==> config.mk <==
export PLATFORM = sky130hd
export DESIGN_NAME = lmsm_sequencer
export DESIGN_NICKNAME = d
export VERILOG_FILES = /design/src/rtl/lmsm_sequencer.sv
export SDC_FILE = /design/constraint.sdc
export NUM_CORES = 1
export LEC_CHECK = 0
export CAP_MARGIN = 20
export CORE_ASPECT_RATIO = 0.75
export CORE_MARGIN = 2
export CORE_UTILIZATION = 37
export CTS_CLUSTER_SIZE = 20
export DETAILED_ROUTE_END_ITERATION = 12
export GPL_TIMING_DRIVEN = 0
export PLACE_DENSITY = 0.9
export SYNTH_ARGS = -nofsm -noshare
export SYNTH_HDL_FRONTEND = slang
export SYNTH_SLANG_ARGS = --single-unit
==> constraint.sdc <==
create_clock -name clk -period 2.6 [get_ports clk]
set_input_delay 0.52 -clock clk [delete_from_list [all_inputs] [get_ports clk]]
set_output_delay 0.52 -clock clk [all_outputs]
set_load 0.03 [all_outputs]
==> src/rtl/lmsm_sequencer.sv <==
// Load/store-multiple sequencer: walks the register mask lowest-index first,
// issuing one memory access per selected register at consecutive addresses.
module lmsm_sequencer (
   input  logic        clk,
   input  logic        reset_n,
   input  logic        start,
   input  logic        is_store,
   input  logic [15:0] base_addr,
   input  logic [7:0]  reg_mask,
   input  logic        mem_ack,
   input  logic [15:0] mem_rdata,
   input  logic [15:0] rf_rdata,
   output logic        busy,
   output logic        stall,
   output logic        mem_req,
   output logic        mem_we,
   output logic [15:0] mem_addr,
   output logic [15:0] mem_wdata,
   output logic [2:0]  rf_addr,
   output logic        rf_we,
   output logic [15:0] rf_wdata,
   output logic        done,
   output logic [1:0]  dbg_state
);

   typedef enum logic [1:0] {
      IDLE   = 2'd0,
      ACCESS = 2'd1,
      DONE   = 2'd2
   } state_t;

   state_t      state, state_d;
   logic        is_store_q;
   logic [15:0] addr_ptr;
   logic [7:0]  rem_mask;
   logic [7:0]  mask_next;
   logic [2:0]  sel_idx;
   logic        load;
   logic        advance;

   // Handshake: mem_req/mem_addr/mem_we/mem_wdata are held while in ACCESS
   // and the access completes on any cycle where mem_req and mem_ack are both 1.

   always_comb begin
      sel_idx = 3'd0;
      for (int i = 7; i >= 0; i--) begin
         if (rem_mask[i]) sel_idx = 3'(i);
      end
      mask_next = rem_mask & ~(8'd1 << sel_idx);
   end

   always_ff @(posedge clk or negedge reset_n) begin
      if (!reset_n) state <= IDLE;
      else          state <= state_d;
   end

   always_ff @(posedge clk or negedge reset_n) begin
      if (!reset_n) begin
         is_store_q <= 1'b0;
         addr_ptr   <= 16'd0;
         rem_mask   <= 8'd0;
      end else if (load) begin
         is_store_q <= is_store;
         addr_ptr   <= base_addr;
         rem_mask   <= reg_mask;
      end else if (advance) begin
         rem_mask   <= mask_next;
         addr_ptr   <= addr_ptr + 16'd1;
      end
   end

   always_comb begin
      state_d   = state;
      load      = 1'b0;
      advance   = 1'b0;
      busy      = 1'b0;
      stall     = 1'b0;
      mem_req   = 1'b0;
      mem_we    = 1'b0;
      mem_addr  = 16'd0;
      mem_wdata = 16'd0;
      rf_addr   = 3'd0;
      rf_we     = 1'b0;
      rf_wdata  = 16'd0;
      done      = 1'b0;
      case (state)
         IDLE: begin
            // Gated with reset_n so no output rises while reset is held.
            stall = start & reset_n;
            if (start) begin
               if (reg_mask != 8'd0) begin
                  state_d = ACCESS;
                  load    = 1'b1;
               end else begin
                  state_d = DONE;
               end
            end
         end
         ACCESS: begin
            busy      = 1'b1;
            stall     = 1'b1;
            mem_req   = 1'b1;
            mem_we    = is_store_q;
            mem_addr  = addr_ptr;
            mem_wdata = rf_rdata;
            rf_addr   = sel_idx;
            if (mem_ack) begin
               advance  = 1'b1;
               rf_we    = ~is_store_q;
               rf_wdata = is_store_q ? 16'd0 : mem_rdata;
               if (mask_next == 8'd0) state_d = DONE;
            end
         end
         DONE: begin
            busy    = 1'b1;
            stall   = 1'b1;
            done    = 1'b1;
            state_d = IDLE;
         end
         default: state_d = IDLE;
      endcase
   end

   assign dbg_state = state;

endmodule

# Word level (Yosys, flattened, before mapping)
# Cells that the tools add are included.
# totals
register_bits	27
latchBits	0
mem_bits_rw	0
romBits	0
input_bits	61
output_inout_bits	59
memories	0
# classes
n_addsub	1
multipliers	0
div	0
order_cmp	0
n_eq_ne	5
n_shift	1
n_mux	35
bitwise_logic	4
n_reduce_logical	6
# op_table
cell	n
2-to-1 mux 16 bit	7
2-to-1 mux 3 bit	9
adder 16 x 1 -> 16 bit, second input constant	1
2-to-1 mux 8 bit	2
2-to-1 mux 1 bit	11
AND 8 bit	1
zero test 8 bit	1
2-to-1 mux 2 bit	4
NOT 8 bit	1
nonzero test 8 bit	1
left shift 1 x 3 -> 8 bit, first input constant	1
inequality test 2 bit, second input constant	3
case mux 2 bit (2 select lines)	1
AND reduction 3 bit	1
equality test 2 x 1 -> 1 bit, second input constant	1
equality test 2 bit, second input constant	1
zero test 2 bit	1
case mux 1 bit (2 select lines)	1
nonzero test 2 bit	1
OR reduction 2 bit	1
AND 1 bit	1
NOT 1 bit	1

# Longest topological paths before layout
# logic_depth
ltp_word	15
mapped_depth	7
mapped_depth_nobuf	7

# Worst setup path before layout
# OpenSTA, ideal clock, no wires.
# synth_timing
path_type	flip-flop to output port
startpoint	register state[1], in the netlist dbg_state[1]
endpoint	output rf_addr[2]
arrival_time_ns	3.034
path_slack_ns	-0.954
stages_incl_launch_ff	6
path_cell_list	dfrtp_1 inv_1 ha_1 inv_1 or3_1 a2111oi_0
# synth_via
elab_chain_cells	2
# synth_rtl
item	line	rtl
start, declared	32	state_t state, state_d;
start signal, assigned	54	else state <= state_d;
equality test 2 x 1 -> 1 bit	86	case (state)
2-to-1 mux 3 bit	86	
end, declared	19	output logic [2:0] rf_addr,
# Every way passes these cells.

# Worst setup path after layout
# Same ends and word-level chain as after synthesis.

==> impl_results.md <==
* WP data arrival at 1.99 ns
* Pwr Density at 920.7 nW/µm²
* Number of synthesized flops with an enable pin at 0
* Die ar. at 5825 µm²
* Via Count at about 2,200
* Slew @ Worst Pin at 0.5537 ns
* Via density at just over 5
* Setup WS pre-CTS at -0.7834 ns
* Status: complete, no violations
* F_max at 398.2 MHz
* RSZ-0062 raised after global routing: false
* Tightest Hold Check Type: input pin to async pin
* Setup crit end: rf_addr[2]
* Antenna Nets Post-Route at 0
* Sequential share of the synthesized area at 34.95%
* Ranking of synthesized cells by area: dfrtp_1, and2_1, o21ai_0
* Unique masters post-synth at 39
* Met1 WL at approximately 2600 µm
* Remaining Overflow, GRT at 0
* H-tree Lvls at 1
* Placed Cells at 417
* Final instance area at 3322 µm²
* Final std cells w/o fill at between 400 and 500
* Met3 wire length at 515 µm
* Worst R2R End: dbg_state[0]
* Height of the die at 66.60 µm
* Max IR drop VDD at 486.2 µV
* Total power draw at 3059 µW
* GPL Wtd Cong at 0.8309
* Cell Area, Synth at ~1900 µm²
* Num ports at 120
* Drt first pass iters at 4
* Worst Reg-to-Reg Cells at 5
* Number of port buffers at 119
* Crit end category: output port
* Post-DP HPWL at 4777 µm
* Post-layout nets at 428
* Layout cells sized above 1 at 17.73%
* Synth Register Bits at 27
* CTS Buf Count at 3
* Die span in x at 87.47 µm
* Final Hold Vio Count at 0
* Antenna diode count at 0
* Max transition margin at 63.09%
* FF-to-FF setup slack at 0.37 ns
* Top layer in use: met4
* Critical Path RT at 2.08 ns
* Share of the synthesized area in the top cell type at a little over a third
* Root Driver: clkbuf_8
* Largest net degree at the start of global routing at 19
* Row cnt at 22
* Vias in the first global route at ~2,200
* Final Util at roughly 67%
* Mapped Cells at 237
* Syn Nets at 303
* Area Overhead vs Synth at 71.84%
* Reg clk slew, reported paths at 0.09 ns
* Core ar. at 4955 µm²
* Final Max Tran Viols at 0
* CTS tree: yes
* Finish-stage setup viols at 0
* Fin worst setup slack at 0.08894 ns
* Leading area contributor after synthesis: dfrtp_1
* DR DRC count at 0
* Ys flop type: dfrtp_1
* Wire length per cell at 14.28 µm
* Final min period at 2.511 ns
* Crit. Startpoint: dbg_state[1]
* Synth warn at 0
* Initial Utilization at 39.02%
* Critical Path Start Type: flip-flop
* Initial antenna violation count at 0
* CTS hold repair buffers at 0
* Part of the cycle the worst path needs at 96.58%
* Bufs on Longest Clock Path at 2
* First-pass GRT wire length at 9625 µm
* DRT Wirelength at 6010 µm
* Clk_lat worst skew at ~0.27 ns
* Worst R2R Start: rem_mask[3]
* Tot GR Track Use at 20.90%
* Setup Skew at 0.002223 ns
* Synthesized area per cell at 8.157 µm²
* Placed Area at 3237 µm²
* Leakage at 0.001357 µW
* Crit-path max FO at 6
* CTS Sinks at 27
* Initial DRC count at 151
* Critical path type: flip-flop to output port
* Met2 wire len at 2912 µm
* Max-cap viol count at 0
* FFs w/ async S/R, synth at 100.0%
cells in the mapped netlist, types with 3 or more instances:
| master | n |
|---|---|
| and2_1 | 49 |
| nand2_1 | 33 |
| dfrtp_1 | 27 |
| o21ai_0 | 26 |
| nor2_1 | 12 |
| clkbuf_1 | 10 |
| xor2_1 | 8 |
| a21oi_1 | 7 |
| nand3_1 | 7 |
| xnor2_1 | 7 |
| inv_1 | 6 |
| ha_1 | 5 |
| and4_1 | 3 |
| nand4_1 | 3 |
| nor4_1 | 3 |
| or3_1 | 3 |
worst max-delay path, stage by stage (launching register included):
cell and delay (ns):
dfrtp_2 0.46, inv_2 0.10, ha_4 0.18, inv_1 0.09, or3_1 0.43, a2111oi_2 0.23, buf_4 0.22
layout make-up:
type | count | area [µm²]
Sequential cell | 27 | 676.9
Clock buffer | 3 | 41.29
Inverter | 6 | 22.52
Clock inverter | 1 | 5.005
Buffer | 12 | 61.31
Multi-Input combinational cell | 192 | 1216
Tap cell | 60 | 75.07
Fill cell | 424 | 1633
Timing Repair Buffer | 120 | 1224
timing repair:
item / CTS / global route
setup endpoints to repair: 52 / 43
gates resized for setup: 150 / 15
buffers inserted: 0 / 0
cloned: 0 / 0
through the flow:
stage / hold slack (ns) / TNS (ns)
after floorplan: 0.2244 / -0.02090
after global placement: 0.5126 / -17.06
after detailed placement: 0.5388 / -19.82
after CTS: 0.3138 / -0.01364
after global routing: 0.3223 / 0
final: 0.3020 / 0
registers in the layout, indices dropped and copies added, names as in the netlist:
name        cells
addr_ptr       16
dbg_state       2
is_store_q      1
rem_mask        8
worst min path at each step:
stage	to	start	slack, ns
final	addr_ptr[5]	reset_n	0.30
after global routing	addr_ptr[5]	reset_n	0.32
after CTS	addr_ptr[5]	reset_n	0.31
after detailed placement	is_store_q	is_store_q	0.54
after global placement	is_store_q	is_store_q	0.51
after floorplan	addr_ptr[0]	reset_n	0.22
cell families (layout without fill, tap and decap cells):
group                    count (synthesis)  in the layout  share of synthesized area (%)
buffers and inverters                   18            142                          3.883
AND/OR/NAND/NOR                        120            120                          33.20
flip-flops                              27             27                          34.95
multiplexers                             3              3                          1.618
AO/OA/AOI/OAI                           48             48                          15.79
adder cells (fa/ha/maj)                  6              6                          3.754
XOR/XNOR                                15             15                          6.796
layer usage:
| layer | track usage, % | vias to the layer above |
|---|---|---|
| li1 | - | 1060 |
| met1 | 26.63 | 994 |
| met2 | 36.84 | 98 |
| met3 | 5.081 | 2 |
| met4 | 2.692 | 0 |
| met5 | 0 | - |
where the power goes:
| group | internal (µW) | switching, µW |
|---|---|---|
| registers | 621 | 271 |
| logic | 801 | 1130 |
| clock network | 107 | 132 |
| total | 1530 | 1530 |
placed cells by master, fill, tap and decap left out, types with 3 or more instances in the layout:
cell type,synthesis,routed
clkdlybuf4s50_1,0,64
and2_1,49,49
clkdlybuf4s15_2,0,34
nand2_1,33,32
o21ai_0,26,26
dfrtp_1,27,26
nor2_1,12,11
clkbuf_2,0,10
xor2_1,8,8
a21oi_1,7,7
xnor2_1,7,7
nand3_1,7,7
clkdlybuf4s15_1,0,7
inv_1,6,5
clkbuf_1,10,5
ha_1,5,4
dlygate4sd2_1,0,4
or3_1,3,3
nor4_1,3,3
and4_1,3,3
nand4_1,3,3
clkbuf_8,0,3
Power figures use the tool's default switching activity.
